==> src/rtl/vram_load_arbiter.sv <==
// Routes an ioctl download into VRAM through a small write FIFO, sharing the
// single RAM port with video reads; video always wins arbitration.
module vram_load_arbiter #(
  parameter logic [7:0] INDEX = 8'h00,
  parameter int         DEPTH = 4
) (
  input  logic        clk_sys,
  input  logic        reset,
  input  logic        ioctl_download,
  input  logic        ioctl_wr,
  input  logic [24:0] ioctl_addr,
  input  logic [7:0]  ioctl_dout,
  input  logic [7:0]  ioctl_index,
  output logic        ioctl_wait,
  input  logic        vid_req,
  input  logic [15:0] vid_addr,
  output logic [7:0]  vid_rdata,
  output logic        vid_rvalid,
  output logic [15:0] ram_addr,
  output logic        ram_we,
  output logic [7:0]  ram_wdata,
  input  logic [7:0]  ram_rdata,
  output logic        progress,
  output logic        done,
  output logic        overflow
);
  localparam int AW = $clog2(DEPTH);
  localparam int CW = AW + 1;

  typedef enum logic [1:0] {IDLE, LOADING, DRAINING} state_t;

  logic [23:0]   fifo_q [DEPTH];
  logic [AW-1:0] wr_ptr_q, rd_ptr_q;
  logic [CW-1:0] count_q, count_d;
  state_t        state_q, state_d;
  logic          done_d;
  logic          wait_q, rd_pend_q, rvalid_q, we_q, done_q, ovf_q;
  logic [7:0]    rdata_q, wdata_q;
  logic [15:0]   addr_q;

  logic        match, accept, full, push, drop, pop;
  logic [23:0] head;

  assign match  = ioctl_download && (ioctl_index == INDEX);
  assign accept = match && ioctl_wr && (ioctl_addr[24:16] == 9'd0);
  assign full   = (count_q == CW'(DEPTH));
  assign push   = accept && !full;
  assign drop   = accept && full;
  assign pop    = !vid_req && (count_q != '0);
  assign head   = fifo_q[rd_ptr_q];

  always_comb begin
    count_d = count_q;
    case ({push, pop})
      2'b10:   count_d = count_q + CW'(1);
      2'b01:   count_d = count_q - CW'(1);
      default: count_d = count_q;
    endcase
  end

  // Drain completes only once the last popped write has actually hit the RAM.
  always_comb begin
    state_d = state_q;
    done_d  = 1'b0;
    case (state_q)
      IDLE:     if (match) state_d = LOADING;
      LOADING:  if (!ioctl_download) state_d = DRAINING;
      DRAINING: begin
        if (match) state_d = LOADING;
        else if (count_q == '0 && !we_q) begin
          state_d = IDLE;
          done_d  = 1'b1;
        end
      end
      default:  state_d = IDLE;
    endcase
  end

  always_ff @(posedge clk_sys) begin
    if (push) fifo_q[wr_ptr_q] <= {ioctl_addr[15:0], ioctl_dout};
  end

  always_ff @(posedge clk_sys) begin
    if (reset) begin
      wr_ptr_q  <= '0;
      rd_ptr_q  <= '0;
      count_q   <= '0;
      state_q   <= IDLE;
      done_q    <= 1'b0;
      wait_q    <= 1'b0;
      rd_pend_q <= 1'b0;
      rvalid_q  <= 1'b0;
      rdata_q   <= '0;
      we_q      <= 1'b0;
      addr_q    <= '0;
      wdata_q   <= '0;
      ovf_q     <= 1'b0;
    end else begin
      if (push) wr_ptr_q <= wr_ptr_q + AW'(1);
      if (pop)  rd_ptr_q <= rd_ptr_q + AW'(1);
      count_q <= count_d;
      state_q <= state_d;
      done_q  <= done_d;
      wait_q  <= (count_q >= CW'(DEPTH - 1));

      we_q <= pop;
      if (pop) begin
        addr_q  <= head[23:8];
        wdata_q <= head[7:0];
      end else if (vid_req) begin
        addr_q  <= vid_addr;
      end

      rd_pend_q <= vid_req;
      rvalid_q  <= rd_pend_q;
      if (rd_pend_q) rdata_q <= ram_rdata;

      if (state_q == IDLE && match) ovf_q <= 1'b0;
      else if (drop)                ovf_q <= 1'b1;
    end
  end

  assign ioctl_wait = wait_q;
  assign vid_rdata  = rdata_q;
  assign vid_rvalid = rvalid_q;
  assign ram_addr   = addr_q;
  assign ram_we     = we_q;
  assign ram_wdata  = wdata_q;
  assign progress   = (state_q != IDLE);
  assign done       = done_q;
  assign overflow   = ovf_q;
endmodule
==> config.mk <==
export PLATFORM = sky130hd
export DESIGN_NAME = vram_load_arbiter
export DESIGN_NICKNAME = d
export VERILOG_FILES = /design/src/rtl/vram_load_arbiter.sv
export SDC_FILE = /design/constraint.sdc
export NUM_CORES = 1
export LEC_CHECK = 0
export BUFFER_PORTS_ARGS = -buffer_cell sky130_fd_sc_hd__buf_4
export CAP_MARGIN = 20
export CELL_PAD_IN_SITES_DETAIL_PLACEMENT = 2
export CELL_PAD_IN_SITES_GLOBAL_PLACEMENT = 2
export CORE_MARGIN = 3
export CORE_UTILIZATION = 35
export DETAILED_ROUTE_END_ITERATION = 12
export GPL_TIMING_DRIVEN = 0
export HOLD_SLACK_MARGIN = 0.03
export PLACE_DENSITY = 0.76
export SLEW_MARGIN = 0
export SYNTH_ARGS = -nofsm -noshare
export SYNTH_HDL_FRONTEND = slang
export SYNTH_SLANG_ARGS = --single-unit
==> constraint.sdc <==
create_clock -name clk_sys -period 3.3 [get_ports clk_sys]
set_clock_uncertainty 0.1 [all_clocks]
set_input_delay 0.66 -clock clk_sys [delete_from_list [all_inputs] [get_ports clk_sys]]
set_output_delay 0.66 -clock clk_sys [all_outputs]
set_load 0.03 [all_outputs]
==> impl_metrics.json, run 1 <==
{
  "worst_slack_ns": 0.5502,
  "synth_edf_count": 96,
  "cts.sinks": 145,
  "regArea_sq_mm": 0.003864,
  "netlist-cell-type-count": 39,
  "syn-instance-count": 366,
  "rsz0062_at_grt": "false",
  "start_util": 0.3630,
  "die_x_um": 132.3,
  "cp_common_cell": "inv_1",
  "finalPower_mw": 4.185,
  "startpoint_type": "primary input",
  "avgRoutedWirePerCell_um": 20.46,
  "clkPwrFrac": 0.481,
  "synthSimpleGateAreaFrac": 0.08231,
  "synth_top_area_frac": 0.5167,
  "fill_cells": 1474,
  "fin_cells": 715,
  "die_area_sq_mm": 0.01749,
  "maxSlewViolCount": 0,
  "synth_mux_area_frac": 0.1112,
  "fin_crit_sh": 0.8333,
  "min_path_type": "in -> reg",
  "postCtsSetupBuffers": 0,
  "ir_drop_mv": 0.4036,
  "drt.antenna.violating_nets": 0,
  "criticalPathCategory": "in -> reg",
  "hold_start": "ioctl_dout[1]",
  "synthTopCellsByArea": "edfxtp_1 (52%), dfxtp_1 (18%), mux4_2 (9.7%)",
  "ys_async_sr_fraction": 0,
  "num_vias": 3505,
  "grt.overflow.total": 0,
  "multi_input_area_sq_mm": 0.001525,
  "placed_cell_area_sq_mm": 0.006639,
  "hold_slack_ns": 0.3380,
  "timing.setup.tns_ns": 0,
  "final_core_util": 0.4720,
  "p_sw_mw": 0.8725,
  "ys_warn_count": 0,
  "maxCapViolations": 0,
  "drive_above_1_share": 0.3532,
  "final_cell_mix": "buf_4 (108), edfxtp_1 (96), dfxtp_1 (49)",
  "required_ns": 3.54,
  "synth_fp_nets": 442,
  "arrival_ns": 2.99,
  "worst_path_largest_cell_delay_ns": 0.56,
  "numCtsBuffers": 17,
  "r2r_cells": 10,
  "slowest_stage": "or4b_4",
  "dp_cells": 683,
  "hold_depth": 1,
  "drt-initial-drc-count": 200,
  "dp_slack_ns": 0.1485,
  "critPathCaptureType": "flop",
  "gp_congestion": 0.7903,
  "reg2reg_slack_ns": 0.59,
  "die_y_um": 132.3,
  "p_leak_nw": 2.649,
  "synth_top_family_by_area": "multiplexers",
  "outcome": "finished, final reports clean",
  "grt_max_degree": 25,
  "cts_root_buf": "clkbuf_16",
  "whs_endpoint": "fifo_q[1][1]",
  "final_nets": 567,
  "synth-adder-area-share": 0.01480,
  "cts_max_level": 4,
  "powerDensity_mw_per_mm2": 576.8,
  "hold_viol": 0,
  "wl_mm": 14.63,
  "synth_ff_type": "edfxtp_1",
  "r2r-end": "count_q[2]",
  "path_cells": "buf_4 > or4b_4 > nor4b_4 > and2_2 > inv_1 > ha_1 > inv_1 > fa_1 > xor2_1 > or3_1 > a21oi_1",
  "synth_area_sq_mm": 0.005579,
  "critPathMaxFanout": 7,
  "synth-xor-area-share": 0.006279,
  "design_area_sq_mm": 0.007256,
  "diodes": 0,
  "reg2reg_from": "count_q[0]",
  "synth_largest_area_cell": "edfxtp_1",
  "antenna_found_initial": 0,
  "worst_pin_slew_ns": 0.6841,
  "internal_power_mw": 3.313,
  "comb_power_share": 0.050,
  "synth-compound-area-share": 0.05876,
  "sw_frac_of_total": 0.2085,
  "layout_commonest_cell": "buf_4",
  "path_clk_slew_ns": 0.06,
  "grt_use_total": 0.1749,
  "synthToLayoutAreaGrowth_pct": 30.05,
  "routed_via_density": 4.902,
  "fmax_mhz": 363.7,
  "num_rows": 45,
  "synth_area_per_cell_sq_um": 15.24,
  "min_period_ns": 2.750,
  "dr.pass1.iters": 5,
  "synth-seq-cells": 145,
  "tritoncts": "yes",
  "io_pins": 108,
  "clock_latency_ns": 0.42,
  "setup_viol": 0,
  "hpwl_mm": 9.942,
  "slew_headroom": 0.5439,
  "post_cts_resized": 0,
  "drc_errors": 0,
  "grt_pass1_vias": 4059,
  "grt_first_pass_wirelength_mm": 23.39,
  "seqPwrFrac": 0.469,
  "seq_area_frac_synth": 0.6925,
  "port_buffers": 106,
  "cts_hold_buf": 0,
  "core_sq_mm": 0.01537,
  "clock_path_buffers": 2
}
## flip-flops by register name, summed over array words and instances (netlist names), named ones only
signal      cells
ioctl_wait      1
fifo_q         96
done            1
vid_rvalid      1
rd_ptr_q        2
rd_pend_q       1
ram_we          1
overflow        1
ram_wdata       8
wr_ptr_q        2
count_q         3
vid_rdata       8
state_q         2
ram_addr       16
## kinds of logic (layout without fill, tap and decap cells)
family | count (synthesis) | count (layout)
fa+ha+maj | 6 | 6
simple gates | 80 | 80
xor+xnor | 4 | 4
flops | 145 | 145
compound gates | 52 | 52
mux | 32 | 32
buf+inv | 47 | 185
## worst max path at each step
stage / to / startpoint / slack, ns
after floorplan: count_q[2] / ioctl_addr[21] / 0.45
after global placement: count_q[2] / ioctl_addr[21] / 0.21
after detailed placement: count_q[2] / ioctl_addr[21] / 0.15
after CTS: count_q[2] / count_q[0] / 0.55
after global routing: count_q[2] / count_q[0] / 0.39
final: count_q[2] / ioctl_addr[21] / 0.55
## per-layer routing
metal	routed length [um]	share of wire	vias up	track usage
met1	6253	0.43	1770	0.2156
met2	7450	0.51	98	0.2999
li1	-	-	1619	-
met4	273	0.019	0	0.06524
met5	0	0	-	0
met3	650	0.044	18	0.04160
## cell type report
type | instances | area share
clock inverters | 14 | 0.02587
multi-input cells | 174 | 0.2102
clock buffers | 18 | 0.05915
repair buffers | 106 | 0.1097
flip-flops and latches | 145 | 0.5325
plain buffers | 21 | 0.01276
inverters | 26 | 0.01345
well taps | 211 | 0.03639
## critical path, delay by kind of cell
kind                     cells  cell delay, ns
AND/OR/NAND/NOR              4            1.48
adder cells (fa/ha/maj)      2            0.40
buffers and inverters        3            0.24
AO/OA/AOI/OAI                1            0.13
XOR/XNOR                     1            0.08
## cell usage after synthesis (all sizes together) (5+ instances only)
library cell   n
and3           5
nand2b        18
mux4          24
clkbuf        13
a21oi         31
mux2i          8
edfxtp        96
a221oi        16
inv           26
nand2         16
buf            8
dfxtp         49
nor2          18
ha             5
## power groups by stage
stage	sequential, mW	clock, mW	combinational, mW
3_3_place_gp	2.00	0	0.200
6_report	1.96	2.01	0.209
5_1_grt	1.97	2.12	0.228
3_5_place_dp	2.00	0	0.210
4_1_cts	1.97	2.05	0.212
2_1_floorplan	2.04	0	0.0463
Power figures use the tool's default switching activity.
==> run 2, diff against run 1 <==
--- a/config.mk
+++ b/config.mk
@@ -10,11 +10,11 @@
 export CELL_PAD_IN_SITES_DETAIL_PLACEMENT = 2
 export CELL_PAD_IN_SITES_GLOBAL_PLACEMENT = 2
 export CORE_MARGIN = 3
-export CORE_UTILIZATION = 35
+export CORE_UTILIZATION = 34
 export DETAILED_ROUTE_END_ITERATION = 12
 export GPL_TIMING_DRIVEN = 0
 export HOLD_SLACK_MARGIN = 0.03
-export PLACE_DENSITY = 0.76
+export PLACE_DENSITY = 0.77
 export SLEW_MARGIN = 0
 export SYNTH_ARGS = -nofsm -noshare
 export SYNTH_HDL_FRONTEND = slang
==> constraint.sdc (replaced) <==
create_clock -name clk_sys -period 2.3 [get_ports clk_sys]
set_clock_uncertainty 0.1 [all_clocks]
set_input_delay 0.46 -clock clk_sys [delete_from_list [all_inputs] [get_ports clk_sys]]
set_output_delay 0.46 -clock clk_sys [all_outputs]
set_load 0.03 [all_outputs]
==> run 2 against run 1 <==
The run now ends with setup timing left. Worst setup slack got worse by 0.71 ns. Combinational power increased by 46%. Non-clock buffer count increased by 11. Register-to-register slack got worse by 0.75 ns. Clock-buffer cell count decreased by 1.
==> impl_metrics.json, run 2 (same netlist as run 1, synthesis figures left out) <==
{
  "clock_latency_ns": 0.42,
  "drc_errors": 0,
  "top_register": "fifo_q",
  "port_buffers": 106,
  "powerDensity_mw_per_mm2": 811.0,
  "path_clk_slew_ns": 0.07,
  "fmax_mhz": 407.1,
  "finalPower_mw": 6.027,
  "cts_hold_buf": 0,
  "core_sq_mm": 0.01600,
  "outcome": "finished with violations",
  "min_path_type": "in -> reg",
  "hpwl_mm": 10.29,
  "num_vias": 3662,
  "dp_slack_ns": -0.6992,
  "hold_viol": 0,
  "cts.sinks": 145,
  "grt_first_pass_wirelength_mm": 26.21,
  "path_cells": "or3b_4 > nor4b_4 > and2_4 > inv_4 > ha_4 > inv_2 > fa_2 > xor2_2 > or3_4 > a21oi_2",
  "die_area_sq_mm": 0.01798,
  "min_period_ns": 2.457,
  "arrival_ns": 2.70,
  "startpoint": "count_q[2]",
  "largest_reg_flops": 96,
  "gp_congestion": 0.7013,
  "dr.pass1.iters": 5,
  "cts_root_buf": "clkbuf_16",
  "drt-initial-drc-count": 185,
  "die_x_um": 134.1,
  "die_y_um": 134.1,
  "start_util": 0.3487,
  "setup_viol": 2,
  "fin_cells": 731,
  "worst_slack_ns": -0.1567,
  "fill_cells": 1567,
  "grt.overflow.total": 0,
  "reg2reg_from": "count_q[2]",
  "rsz0062_at_grt": "true",
  "critPathMaxFanout": 3,
  "cts_max_level": 4,
  "worst_path_largest_cell_delay_ns": 0.38,
  "p_leak_nw": 2.722,
  "startpoint_type": "flop",
  "num_rows": 46,
  "grt_max_degree": 25,
  "synthToLayoutAreaGrowth_pct": 33.19,
  "final_cell_mix": "buf_4 (120), edfxtp_1 (96), dfxtp_1 (46)",
  "critPathCaptureType": "flop",
  "fin_crit_sh": 1.068,
  "numCtsBuffers": 17,
  "timing.setup.tns_ns": -0.1841,
  "maxSlewViolCount": 0,
  "grt_pass1_vias": 4164,
  "antenna_found_initial": 0,
  "criticalPathCategory": "reg -> reg",
  "required_ns": 2.55,
  "design_area_sq_mm": 0.007431,
  "slowest_stage": "or3b_4",
  "routed_via_density": 5.010,
  "layout_commonest_cell": "buf_4",
  "final_nets": 578,
  "slew_headroom": 0.4721,
  "avgRoutedWirePerCell_um": 23.67,
  "drt.antenna.violating_nets": 0,
  "grt_use_total": 0.1976,
  "hold_start": "ioctl_addr[3]",
  "final_core_util": 0.4644,
  "maxCapViolations": 0,
  "wl_mm": 17.31,
  "placed_cell_area_sq_mm": 0.006661,
  "worst_pin_slew_ns": 0.7918,
  "ir_drop_mv": 0.4942,
  "dp_cells": 688,
  "drive_above_1_share": 0.4000,
  "tritoncts": "yes",
  "io_pins": 108,
  "diodes": 0,
  "clock_path_buffers": 2,
  "violations": "setup timing",
  "hold_slack_ns": 0.1371
}
run 2: changes by cell type in the layout (fill, tap and decap cells not counted), moves of 2 or more:
| cell | before | now |
|---|---|---|
| clkinv_1 | 2 | 0 |
| and3_2 | 4 | 0 |
| dfxtp_4 | 0 | 3 |
| clkinv_4 | 2 | 5 |
| inv_6 | 2 | 4 |
| and3_4 | 0 | 4 |
| inv_1 | 25 | 23 |
| buf_4 | 108 | 120 |
| dfxtp_1 | 49 | 46 |
run 2: worst paths after layout:
kind | endpoint | slack, ns | cells after the start
max | count_q[2] | -0.16 | 10
min | fifo_q[1][11] | 0.14 | 1
max reg2reg | count_q[2] | -0.16 | 10
min reg2reg | ram_wdata[1] | 0.38 | 2
run 2: power breakdown:
group / switching, mW / leakage, nW / internal [mW]
combinational: 0.166 / 1.16 / 0.140
clock: 1.19 / 0.294 / 1.72
sequential: 0.0169 / 1.27 / 2.80
total: 1.37 / 2.72 / 4.66
run 2: critical path: cells and delay by family (launching register included):
kind	cells	cell delay (ns)
AOI/OAI and AO/OA	1	0.12
and+or+nand+nor	4	1.04
buffers and inverters	2	0.09
adders and majority gates	2	0.49
DFF	1	0.36
xor gates and xnor gates	1	0.17
run 2: area by class of cell:
type	instances	area, sq um	share of cell area
Buffer	20	87.58	0.01179
Clock buffer	17	425.4	0.05725
Clock inverter	15	185.2	0.02492
Inverter	26	105.1	0.01414
Multi-Input combinational cell	174	1597	0.2149
Sequential cell	145	3875	0.5215
Tap cell	216	270.3	0.03637
Timing Repair Buffer	118	885.9	0.1192
run 2: layer usage:
metal  up-vias  GRT usage  share of wire
met5         -          0              0
met4         0    0.08201          0.024
met1      1880     0.2416           0.41
met3        21    0.04614          0.041
li1       1643          -              -
met2       118     0.3383           0.52
run 2: timing repair:
action	in CTS	in global routing
buffers inserted	10	2
resized for setup	16	7
setup endpoints to repair	98	98
hold endpoints to repair	0	0
pin swaps	6	6
